### src/rtl/mode_scheduler_pkg.sv
// Shared definitions for the TRAIN/TEST mode scheduler: mode encodings seen by
// the network layers and the scheduler state encoding.
package mode_scheduler_pkg;

  // Mode encodings driven to the input layer (shared with downstream layers)
  localparam logic MODE_TRAIN = 1'b1;
  localparam logic MODE_TEST  = 1'b0;

  typedef enum logic [2:0] {
    ST_IDLE     = 3'd0,
    ST_PH_TRAIN = 3'd1,
    ST_DR_TRAIN = 3'd2,
    ST_PH_TEST  = 3'd3,
    ST_DR_TEST  = 3'd4,
    ST_END_EP   = 3'd5,
    ST_DONE     = 3'd6
  } sched_state_t;

  // An epoch starts with training unless there are no training samples
  function automatic sched_state_t first_phase(input logic train_zero);
    return train_zero ? ST_PH_TEST : ST_PH_TRAIN;
  endfunction

endpackage

### src/rtl/mode_scheduler_if.sv
// Signal bundle between the sample source / network and the mode scheduler.
// Optional oStall counter output exists only when MODE_SCHED_STATS_EN is defined.
interface mode_scheduler_if #(
  parameter int NC = 7,
  parameter int WF = 5,
  parameter int WS = 16,
  parameter int WE = 8
);
  logic              iStart;
  logic [WS-1:0]     iNumTrain;
  logic [WS-1:0]     iNumTest;
  logic [WE-1:0]     iNumEpoch;
  logic              iValid_AM_Sample;
  logic              oReady_AM_Sample;
  logic [NC*WF-1:0]  iData_AM_Sample;
  logic              oValid_BM_Sample;
  logic              iReady_BM_Sample;
  logic [NC*WF-1:0]  oData_BM_Sample;
  logic              iValid_AS_Done;
  logic              oReady_AS_Done;
  logic              oMode;
  logic [WE-1:0]     oEpoch;
  logic              oBusy;
  logic              oDone;
`ifdef MODE_SCHED_STATS_EN
  logic [31:0]       oStall;

  modport master (
    output iStart, iNumTrain, iNumTest, iNumEpoch,
    output iValid_AM_Sample, iData_AM_Sample, iReady_BM_Sample, iValid_AS_Done,
    input  oReady_AM_Sample, oValid_BM_Sample, oData_BM_Sample, oReady_AS_Done,
    input  oMode, oEpoch, oBusy, oDone, oStall
  );

  modport slave (
    input  iStart, iNumTrain, iNumTest, iNumEpoch,
    input  iValid_AM_Sample, iData_AM_Sample, iReady_BM_Sample, iValid_AS_Done,
    output oReady_AM_Sample, oValid_BM_Sample, oData_BM_Sample, oReady_AS_Done,
    output oMode, oEpoch, oBusy, oDone, oStall
  );
`else
  modport master (
    output iStart, iNumTrain, iNumTest, iNumEpoch,
    output iValid_AM_Sample, iData_AM_Sample, iReady_BM_Sample, iValid_AS_Done,
    input  oReady_AM_Sample, oValid_BM_Sample, oData_BM_Sample, oReady_AS_Done,
    input  oMode, oEpoch, oBusy, oDone
  );

  modport slave (
    input  iStart, iNumTrain, iNumTest, iNumEpoch,
    input  iValid_AM_Sample, iData_AM_Sample, iReady_BM_Sample, iValid_AS_Done,
    output oReady_AM_Sample, oValid_BM_Sample, oData_BM_Sample, oReady_AS_Done,
    output oMode, oEpoch, oBusy, oDone
  );
`endif
endinterface

### src/rtl/mode_scheduler_flight_counter.sv
// Up/down counter of samples between the input layer and the network tail.
// A decrement at zero is dropped; an increment at MAX is dropped.
module mode_scheduler_flight_counter #(
  parameter int WI  = 3,
  parameter int MAX = 4
) (
  input  logic          clk,
  input  logic          rst,
  input  logic          inc,
  input  logic          dec,
  output logic [WI-1:0] count,
  output logic          full,
  output logic          empty
);

  logic inc_ok;
  logic dec_ok;

  assign inc_ok = inc && (count != WI'(MAX));
  assign dec_ok = dec && (count != '0);
  assign full   = (count == WI'(MAX));
  assign empty  = (count == '0);

  // Net change per cycle; simultaneous valid inc and dec cancel
  always_ff @(posedge clk or posedge rst) begin
    if (rst) begin
      count <= '0;
    end else if (inc_ok && !dec_ok) begin
      count <= count + WI'(1);
    end else if (dec_ok && !inc_ok) begin
      count <= count - WI'(1);
    end
  end

endmodule

### src/rtl/mode_scheduler.sv
// TRAIN/TEST phase sequencer: gates the sample stream into the input layer,
// tracks samples in flight, and only changes mode once the pipeline is empty.
// Optional build macro: MODE_SCHED_STATS_EN adds the oStall stall-cycle counter.
//
// state     | meaning
// IDLE      | waiting for iStart
// PH_TRAIN  | issuing training samples (oMode=TRAIN)
// DR_TRAIN  | training issue complete, draining in-flight samples
// PH_TEST   | issuing test samples (oMode=TEST)
// DR_TEST   | test issue complete, draining in-flight samples
// END_EP    | one-cycle epoch bookkeeping
// DONE      | one-cycle oDone pulse; iStart honoured here too
module mode_scheduler
  import mode_scheduler_pkg::*;
#(
  parameter int NC        = 7,
  parameter int WF        = 5,
  parameter int WS        = 16,
  parameter int WE        = 8,
  parameter int MAXFLIGHT = 4
) (
  input  logic               iCLK,
  input  logic               iRST,
  mode_scheduler_if.slave    bus
);

  localparam int WI = $clog2(MAXFLIGHT + 1);
  localparam int WD = NC * WF;

  sched_state_t  state;
  sched_state_t  state_nx;
  logic [WS-1:0] num_train;
  logic [WS-1:0] num_test;
  logic [WE-1:0] num_epoch;
  logic [WE-1:0] epoch;
  logic [WS-1:0] issued;
  logic [WS-1:0] target;
  logic [WI-1:0] inflight;
  logic [WD-1:0] data;
  logic          full;
  logic          empty;
  logic          in_phase;
  logic          gate;
  logic          issue;
  logic          retire;
  logic          busy;
  logic          ready_done;
  logic          latch_cfg;
  logic          epoch_inc;

  assign in_phase = (state == ST_PH_TRAIN) || (state == ST_PH_TEST);
  assign target   = (state == ST_PH_TRAIN) ? num_train : num_test;
  assign gate     = in_phase && (issued < target) && !full;

  assign data                 = bus.iData_AM_Sample;
  assign bus.oData_BM_Sample  = data;
  assign bus.oValid_BM_Sample = bus.iValid_AM_Sample & gate;
  assign bus.oReady_AM_Sample = bus.iReady_BM_Sample & gate;
  assign issue                = bus.iValid_AM_Sample & bus.iReady_BM_Sample & gate;
  assign retire               = bus.iValid_AS_Done;

  assign busy               = (state != ST_IDLE) && (state != ST_DONE);
  assign bus.oBusy          = busy;
  assign bus.oDone          = (state == ST_DONE);
  assign bus.oMode          = ((state == ST_PH_TRAIN) || (state == ST_DR_TRAIN)) ? MODE_TRAIN : MODE_TEST;
  assign bus.oEpoch         = epoch;
  assign bus.oReady_AS_Done = ready_done;

  mode_scheduler_flight_counter #(
    .WI  (WI),
    .MAX (MAXFLIGHT)
  ) u_flight (
    .clk   (iCLK),
    .rst   (iRST),
    .inc   (issue),
    .dec   (retire),
    .count (inflight),
    .full  (full),
    .empty (empty)
  );

  // State register
  always_ff @(posedge iCLK or posedge iRST) begin
    if (iRST) begin
      state <= ST_IDLE;
    end else begin
      state <= state_nx;
    end
  end

  // Next-state decode and config/epoch strobes
  always_comb begin
    state_nx  = state;
    latch_cfg = 1'b0;
    epoch_inc = 1'b0;
    case (state)
      ST_IDLE, ST_DONE: begin
        if (bus.iStart) begin
          latch_cfg = 1'b1;
          if ((bus.iNumEpoch == '0) || ((bus.iNumTrain == '0) && (bus.iNumTest == '0))) begin
            state_nx = ST_DONE;
          end else begin
            state_nx = first_phase(bus.iNumTrain == '0);
          end
        end else if (state == ST_DONE) begin
          state_nx = ST_IDLE;
        end
      end
      ST_PH_TRAIN: begin
        if (issued == num_train) state_nx = ST_DR_TRAIN;
      end
      ST_DR_TRAIN: begin
        if (empty) state_nx = (num_test == '0) ? ST_END_EP : ST_PH_TEST;
      end
      ST_PH_TEST: begin
        if (issued == num_test) state_nx = ST_DR_TEST;
      end
      ST_DR_TEST: begin
        if (empty) state_nx = ST_END_EP;
      end
      ST_END_EP: begin
        if (WE'(epoch + WE'(1)) == num_epoch) begin
          state_nx = ST_DONE;
        end else begin
          epoch_inc = 1'b1;
          state_nx  = first_phase(num_train == '0);
        end
      end
      default: state_nx = ST_IDLE;
    endcase
  end

  // Run configuration captured when a start is accepted
  always_ff @(posedge iCLK or posedge iRST) begin
    if (iRST) begin
      num_train <= '0;
      num_test  <= '0;
      num_epoch <= '0;
    end else if (latch_cfg) begin
      num_train <= bus.iNumTrain;
      num_test  <= bus.iNumTest;
      num_epoch <= bus.iNumEpoch;
    end
  end

  // Epoch index: cleared on start, advanced at each non-final epoch end
  always_ff @(posedge iCLK or posedge iRST) begin
    if (iRST) begin
      epoch <= '0;
    end else if (latch_cfg) begin
      epoch <= '0;
    end else if (epoch_inc) begin
      epoch <= epoch + WE'(1);
    end
  end

  // Per-phase issue count; held at zero outside the issuing phases so every phase starts fresh
  always_ff @(posedge iCLK or posedge iRST) begin
    if (iRST) begin
      issued <= '0;
    end else if (!in_phase) begin
      issued <= '0;
    end else if (issue) begin
      issued <= issued + WS'(1);
    end
  end

  // Completion channel is always ready once out of reset
  always_ff @(posedge iCLK or posedge iRST) begin
    if (iRST) begin
      ready_done <= 1'b0;
    end else begin
      ready_done <= 1'b1;
    end
  end

`ifdef MODE_SCHED_STATS_EN
  logic [31:0] stall;

  // Cycles where the source is held off during a run, saturating
  always_ff @(posedge iCLK or posedge iRST) begin
    if (iRST) begin
      stall <= '0;
    end else if (latch_cfg) begin
      stall <= '0;
    end else if (busy && bus.iValid_AM_Sample && !bus.oReady_AM_Sample && (stall != '1)) begin
      stall <= stall + 32'd1;
    end
  end

  assign bus.oStall = stall;
`endif

endmodule
### src/flat_wrapper.sv
// flat-port wrapper written by rule: the top's interface ports become plain ports
module mode_scheduler_flat import mode_scheduler_pkg::*;
#(
  parameter int NC        = 7,
  parameter int WF        = 5,
  parameter int WS        = 16,
  parameter int WE        = 8,
  parameter int MAXFLIGHT = 4
)
  (iCLK, iRST, bus_iStart, bus_iNumTrain, bus_iNumTest, bus_iNumEpoch, bus_iValid_AM_Sample, bus_iData_AM_Sample, bus_iReady_BM_Sample, bus_iValid_AS_Done, bus_oReady_AM_Sample, bus_oValid_BM_Sample, bus_oData_BM_Sample, bus_oReady_AS_Done, bus_oMode, bus_oEpoch, bus_oBusy, bus_oDone);
  mode_scheduler_if #(.NC(NC), .WF(WF), .WS(WS), .WE(WE)) bus_i ();
  input  logic iCLK;
  input  logic iRST;
  input wire logic [$bits(bus_i.iStart)-1:0] bus_iStart;
  input wire logic [$bits(bus_i.iNumTrain)-1:0] bus_iNumTrain;
  input wire logic [$bits(bus_i.iNumTest)-1:0] bus_iNumTest;
  input wire logic [$bits(bus_i.iNumEpoch)-1:0] bus_iNumEpoch;
  input wire logic [$bits(bus_i.iValid_AM_Sample)-1:0] bus_iValid_AM_Sample;
  input wire logic [$bits(bus_i.iData_AM_Sample)-1:0] bus_iData_AM_Sample;
  input wire logic [$bits(bus_i.iReady_BM_Sample)-1:0] bus_iReady_BM_Sample;
  input wire logic [$bits(bus_i.iValid_AS_Done)-1:0] bus_iValid_AS_Done;
  output wire logic [$bits(bus_i.oReady_AM_Sample)-1:0] bus_oReady_AM_Sample;
  output wire logic [$bits(bus_i.oValid_BM_Sample)-1:0] bus_oValid_BM_Sample;
  output wire logic [$bits(bus_i.oData_BM_Sample)-1:0] bus_oData_BM_Sample;
  output wire logic [$bits(bus_i.oReady_AS_Done)-1:0] bus_oReady_AS_Done;
  output wire logic [$bits(bus_i.oMode)-1:0] bus_oMode;
  output wire logic [$bits(bus_i.oEpoch)-1:0] bus_oEpoch;
  output wire logic [$bits(bus_i.oBusy)-1:0] bus_oBusy;
  output wire logic [$bits(bus_i.oDone)-1:0] bus_oDone;
  assign bus_i.iStart = bus_iStart;
  assign bus_i.iNumTrain = bus_iNumTrain;
  assign bus_i.iNumTest = bus_iNumTest;
  assign bus_i.iNumEpoch = bus_iNumEpoch;
  assign bus_i.iValid_AM_Sample = bus_iValid_AM_Sample;
  assign bus_i.iData_AM_Sample = bus_iData_AM_Sample;
  assign bus_i.iReady_BM_Sample = bus_iReady_BM_Sample;
  assign bus_i.iValid_AS_Done = bus_iValid_AS_Done;
  assign bus_oReady_AM_Sample = bus_i.oReady_AM_Sample;
  assign bus_oValid_BM_Sample = bus_i.oValid_BM_Sample;
  assign bus_oData_BM_Sample = bus_i.oData_BM_Sample;
  assign bus_oReady_AS_Done = bus_i.oReady_AS_Done;
  assign bus_oMode = bus_i.oMode;
  assign bus_oEpoch = bus_i.oEpoch;
  assign bus_oBusy = bus_i.oBusy;
  assign bus_oDone = bus_i.oDone;
  mode_scheduler #(.NC(NC), .WF(WF), .WS(WS), .WE(WE), .MAXFLIGHT(MAXFLIGHT)) u_core (.iCLK(iCLK), .iRST(iRST), .bus(bus_i));
endmodule
### config.mk
export PLATFORM = sky130hd
export DESIGN_NAME = mode_scheduler_flat
export DESIGN_NICKNAME = d
export VERILOG_FILES = /design/src/rtl/mode_scheduler_pkg.sv /design/src/rtl/mode_scheduler_if.sv /design/src/rtl/mode_scheduler_flight_counter.sv /design/src/rtl/mode_scheduler.sv /design/src/flat_wrapper.sv
export SDC_FILE = /design/constraint.sdc
export NUM_CORES = 1
export LEC_CHECK = 0
export CORE_ASPECT_RATIO = 1.75
export CORE_MARGIN = 10
export CORE_UTILIZATION = 49
export CTS_CLUSTER_DIAMETER = 120
export DETAILED_ROUTE_END_ITERATION = 8
export GPL_TIMING_DRIVEN = 0
export HOLD_SLACK_MARGIN = 0.1
export MAX_ROUTING_LAYER = met4
export PLACE_DENSITY = 0.83
export SLEW_MARGIN = 0
export SYNTH_ARGS = -nofsm -noshare
export SYNTH_HDL_FRONTEND = slang
export SYNTH_HIERARCHICAL = 1
export SYNTH_SLANG_ARGS = --single-unit
### constraint.sdc
create_clock -name iCLK -period 4.75 [get_ports iCLK]
set_input_delay 0.7125 -clock iCLK [delete_from_list [all_inputs] [get_ports iCLK]]
set_output_delay 0.7125 -clock iCLK [all_outputs]
set_load 0.1 [all_outputs]
**After elaboration in Yosys (flattened, before gate mapping)**

Index checks and enable logic that the tools add are counted.

- Logic and storage cells: 86
- Input bits: 81
- Register bits: 71
- ROM bits: 0
- Memories: 0
- RAM bits: 0
- Bits in latches: 0

- Multiply operators: 0
- Add/sub/neg operators: 4
- Equality and inequality tests: 18
- Shift-type cells: 0
- Mux-type cells: 24
- Bitwise gates (word level): 4
- Reductions and logical operators: 27
- Magnitude comparators: 1
- Div/mod/pow operators: 0

Operators by type and width:

| kind | count |
|---|---|
| logical NOT 16 bit | 4 |
| two-way mux 16 bit | 3 |
| two-way mux 3 bit | 11 |
| equality test 16 bit | 2 |
| case mux 3 bit (6 select lines) | 1 |
| adder 16 x 1 -> 16 bit (second input constant) | 1 |
| less-than comparator 16 bit | 1 |
| two-way mux 8 bit | 2 |
| equality test 3 bit (second input constant) | 4 |
| inequality test 3 bit (second input constant) | 3 |
| adder 8 x 1 -> 8 bit (second input constant) | 1 |
| equality test 8 bit | 1 |
| logical AND 1 bit | 8 |
| logical NOT 8 bit | 1 |
| equality test 3 x 2 -> 1 bit (second input constant) | 2 |
| logical NOT 3 bit | 2 |
| inequality test 2 bit (second input constant) | 3 |
| nonzero test 3 bit | 2 |
| two-way mux 1 bit | 5 |
| AND reduction 5 bit | 1 |
| AND 1 bit | 4 |
| two-way mux 2 bit | 2 |
| inequality test 2 x 1 -> 1 bit (second input constant) | 2 |
| nonzero test 2 bit | 2 |
| other kinds (6) | 10 |

**Logic depth before layout (Yosys ltp)**

- Depth after elaboration: 11
- Mapped depth: 19

**By module**

Netlist, hierarchy kept.

Modules (own cells, without submodules):

| module | times used | area each (sq um) | cells an instance |
|---|---|---|---|
| mode_scheduler | 1 | 4631.9 | 465 |
| mode_scheduler_flight_counter | 1 | 181.4 | 16 |

**Least setup slack after synthesis**

Ideal clock, no wire load.

- Path kind: reg2out
- From: register u_core.state[2]
- To: output bus_oReady_AM_Sample
- Setup slack: -87 ps
- Data arrival time: 4124 ps
- Cell stages (with the launch flop): 13
- Data required time: 4038 ps
- Path buffers: 5
- Cells stage by stage: dfrtp_1 buf_2 nor3b_2 buf_4 buf_1 mux2i_1 ha_1 a21o_1 a211o_1 a211o_1 buf_6 buf_6 nor2_1

- Longest elaborated chain between the ends: 6

RTL lines:

| what | line | source |
|---|---|---|
| from (decl) | mode_scheduler.sv:30 | `sched_state_t state;` |
| from (signal assigned) | mode_scheduler.sv:87 | `state <= state_nx;` |
| equality test 3 x 1 -> 1 bit | mode_scheduler.sv:51, mode_scheduler.sv:52 |  |
| two-way mux 16 bit | mode_scheduler.sv:52 | `assign target = (state == ST_PH_TRAIN) ? num_train : num_test;` |
| less-than comparator 16 bit | mode_scheduler.sv:53 | `assign gate = in_phase && (issued < target) && !full;` |
| logical AND 1 bit * (2 in series) | mode_scheduler.sv:53 |  |
| AND 1 bit * | mode_scheduler.sv:58 | `assign bus.oReady_AM_Sample = bus.iReady_BM_Sample & gate;` |
| to (decl) | flat_wrapper.sv:22 | `output wire logic [$bits(bus_i.oReady_AM_Sample)-1:0] bus_oReady_AM_Sample;` |

Mark *: on every way between the ends. The rest lies on a longest branch, timed or not.

**Worst setup path in the final report**

- From: register u_core.state[2]
- To: output bus_oValid_BM_Sample

- Longest elaborated chain between the ends: 6

RTL lines:

| what | line | source |
|---|---|---|
| equality test 3 x 1 -> 1 bit | mode_scheduler.sv:51, mode_scheduler.sv:52 |  |
| two-way mux 16 bit | mode_scheduler.sv:52 |  |
| less-than comparator 16 bit | mode_scheduler.sv:53 |  |
| logical AND 1 bit * (2 in series) | mode_scheduler.sv:53 |  |
| AND 1 bit * | mode_scheduler.sv:57 | `assign bus.oValid_BM_Sample = bus.iValid_AM_Sample & gate;` |
| to (decl) | flat_wrapper.sv:23 | `output wire logic [$bits(bus_i.oValid_BM_Sample)-1:0] bus_oValid_BM_Sample;` |

Marked as above.

==> flow_metrics.tcl <==
set metrics [dict create \
    stdcell_count 712 \
    dpl_cell_area_um2 5909 \
    ys_warn_count 6 \
    synth_area_leaders "dfrtp_1, mux2_2, xor2_1, buf_4, ha_1" \
    die_h_um 151.1 \
    fin_setup_tns_ns 0 \
    grt_use_total_pct 21.42 \
    power.static_leakage_nw 2.717 \
    path_common_cell "buf_6" \
    cpMaxStageDelayCell "buf_2" \
    vias_per_cell 5.978 \
    synthCells 481 \
    core_um2 9527 \
    clk_latency_ns 0.34 \
    synth.cells.most_frequent "dfrtp_1, mux2_2, xor2_1" \
    drtIter0Drc 281 \
    tightest_slew_ns 1.003 \
    setup_slack_ns 0.2910 \
    yosysSeqAreaShare_pct 36.91 \
    power_mw 3.714 \
    cts.sinks 71 \
    netlist.area_leader.share_pct 36.91 \
    start_kind "register" \
    fin_crit_ns 4.459 \
    synth_nets 581 \
    path_class "reg2out" \
    path_cells "buf_2 > nor3b_2 > buf_6 > mux2i_1 > ha_1 > a21o_1 > a21o_1 > a211o_1 > a211o_1 > buf_6 > buf_6 > nor2_1 > buf_2" \
    drtPass1Iterations 4 \
    period_share_pct 93.87 \
    p_seq_share_pct 30.7 \
    io_pins 130 \
    drive_above_1_share_pct 18.14 \
    cpPeakStageDelay_ns 0.43 \
    routabilityCongestion 0.9520 \
    synth_top_area_cell "dfrtp_1" \
    synthArstFlopShare_pct 100.0 \
    syn-cell-area_um2 4813 \
    cts_max_level 3 \
    slew_violations 0 \
    power_frac_clock_pct 16.5 \
    drc 0 \
    fillers 789 \
    required_ns 4.04 \
    grt_pass1_wl_mm 22.92 \
    design_area_um2 6182 \
    synth-main-ff-cell "dfrtp_1" \
    vdd_drop_max_v 0.0003559 \
    p_int_mw 1.962 \
    grt.overflow.total 0 \
    synth_seq_cells 71 \
    power_switching_mw 1.752 \
    rsz0062_at_grt "false" \
    endpoint "bus_oValid_BM_Sample" \
    drv_cap 0 \
    r2r-start "u_core/state[2]$_DFFE_PP0P_" \
    pre_cts_slack_ns -0.8579 \
    final_nets 685 \
    grt_max_degree 69 \
    syn_area_per_cell_um2 10.01 \
    fp.dieW_um 94.92 \
    cp.arrival_ns 3.75 \
    routed_wl_mm 14.98 \
    comb_power_share_pct 52.8 \
    finalHoldViolCount 0 \
    grt_pass1_vias 4366 \
    start_util_pct 50.53 \
    postCtsSetupRepairBufs 0 \
    synthDistinctLibCells 57 \
    cts_root_buffer "clkbuf_16" \
    cts_made_buffers 9 \
    port_buffers 94 \
    ctsHoldBuffers 0 \
    ant_nets 0 \
    r2r_cells 18 \
    worstReg2RegEnd "u_core/u_flight/count[2]$_DFFE_PP0P_" \
    slew_headroom_pct 32.94 \
    max_freq_mhz 224.3 \
    cts_tree "built" \
    status "complete, no violations" \
    cts.path.max_buffers 2 \
    r2r_setup_slack_ns 0.36 \
    diodes 0 \
    power_density_nw_per_um2 600.8 \
    crit_path_start "u_core/state[2]$_DFFE_PP0P_" \
    clkTransAtPathRegs_ns 0.06 \
    antenna_found_initial 0 \
    finalSetupViolCount 0 \
    area.growth.synth_to_final_pct 28.44 \
    dieArea_um2 14340 \
    dr_total_vias 4256 \
    dp_hpwl_mm 11.88 \
    synth_edf_count 0 \
    regArea_um2 1777 \
    drt-wirelength-per-cell_um 21.03 \
    core.rowCount 47 \
    crit_path_end_kind "output pin" \
    p_sw_share_pct 47.18 \
    dp_cells 697 \
    multiInputGateArea_um2 2640 \
    hp-class "reg2reg" \
    yosysMostFrequentCell "dfrtp_1" \
    skew_ns 0.006893 \
    critPathMaxFanout 16 \
]
==> layer usage <==
layer	up-vias	routed length, µm	global-route usage (%)
met2	188	8325	38.93
met3	59	901	4.609
met4	0	894	12.48
li1	1952	-	-
met1	2057	4854	19.91
met5	-	0	-
==> sequential cells by signal, summed over array words and instances, names as in the netlist <==
signal / cells
u_core/num_epoch: 8
u_core/u_flight/count: 3
u_core/num_test: 16
u_core/num_train: 16
u_core/bus.oReady_AS_Done: 1
u_core/state: 3
u_core/issued: 16
u_core/bus.oEpoch: 8
==> power by group through the flow <==
stage	Sequential (mW)	Combinational, mW	Clock, mW
floorplan	1.13	1.40	0
global placement	1.13	1.88	0
detailed placement	1.14	1.94	0
CTS	1.13	1.95	0.621
global route	1.16	2.12	0.653
finish	1.14	1.96	0.613
==> metrics by stage <==
stage	utilization (%)	hold slack, ns
finish	64.89	0.5188
global route	64.89	0.5365
CTS	64.89	0.5199
detailed placement	62.03	0.5091
global placement	62.00	0.4690
floorplan	-	0.4560
==> how the worst min path moves through the flow <==
| stage | from | end | slack [ns] | cells past startpoint |
|---|---|---|---|---|
| after floorplan | u_core/u_flight/count[2]$_DFFE_PP0P_ | u_core/u_flight/count[2]$_DFFE_PP0P_ | 0.46 | 1 |
| after global placement | u_core/u_flight/count[2]$_DFFE_PP0P_ | u_core/u_flight/count[2]$_DFFE_PP0P_ | 0.47 | 1 |
| after detailed placement | u_core/u_flight/count[2]$_DFFE_PP0P_ | u_core/u_flight/count[2]$_DFFE_PP0P_ | 0.51 | 1 |
| after CTS | u_core/u_flight/count[2]$_DFFE_PP0P_ | u_core/u_flight/count[2]$_DFFE_PP0P_ | 0.52 | 1 |
| after global routing | u_core/num_epoch[6]$_DFFE_PP0P_ | u_core/num_epoch[6]$_DFFE_PP0P_ | 0.54 | 1 |
| final | u_core/u_flight/count[2]$_DFFE_PP0P_ | u_core/u_flight/count[2]$_DFFE_PP0P_ | 0.52 | 1 |
==> area by class of cell <==
cell class,count,share of cell area (%)
Timing Repair Buffer,94,15.06
Clock buffer,11,3.764
Tap cell,122,2.469
Inverter,12,0.7691
Multi-Input combinational cell,341,42.70
Buffer,56,5.930
Clock inverter,5,0.5667
Sequential cell,71,28.74
==> logic make-up (layout without fill, tap and decap cells) <==
logic type,after synthesis,count (layout),share of synthesized area [%]
other,1,1,0.07791
and+or+nand+nor,138,138,15.99
muxes,64,64,14.40
DFF,71,71,36.91
adders and majority gates,19,19,5.095
xor gates and xnor gates,47,47,8.552
buffers and inverters,69,178,8.552
AOI/OAI and AO/OA,72,72,10.42
==> placed cells by master, fill, tap and decap left out, drive strengths merged, types with 3 or more instances in the layout <==
master,count
a21o,4
a21oi,18
a221o,5
and3,6
and4,3
buf,42
clkbuf,27
clkdlybuf4s50,92
clkinv,4
dfrtp,71
ha,18
inv,12
mux2,42
mux2i,22
nand2,32
nand2b,5
nand3,10
nand4,7
nor2,17
nor2b,4
nor3,4
nor3b,4
nor4,27
o211ai,4
o21ai,10
o311ai,3
o31ai,7
o41ai,3
or2,3
or4,7
xnor2,6
xor2,41
==> worst max-delay path, delay by kind of cell (launching register included) <==
kind	cells	cell delay [ns]
simple gates	2	0.31
flops	1	0.35
fa+ha+maj	1	0.26
compound gates	4	1.06
mux	1	0.22
buf+inv	5	1.20
==> repair_timing <==
item / in CTS / in global routing
endpoints found under the setup margin: 4 / 3
pin swaps: 0 / 0
cloned: 0 / 0
resized for setup: 7 / 7
Note: power is estimated with default switching activity, not from simulation.
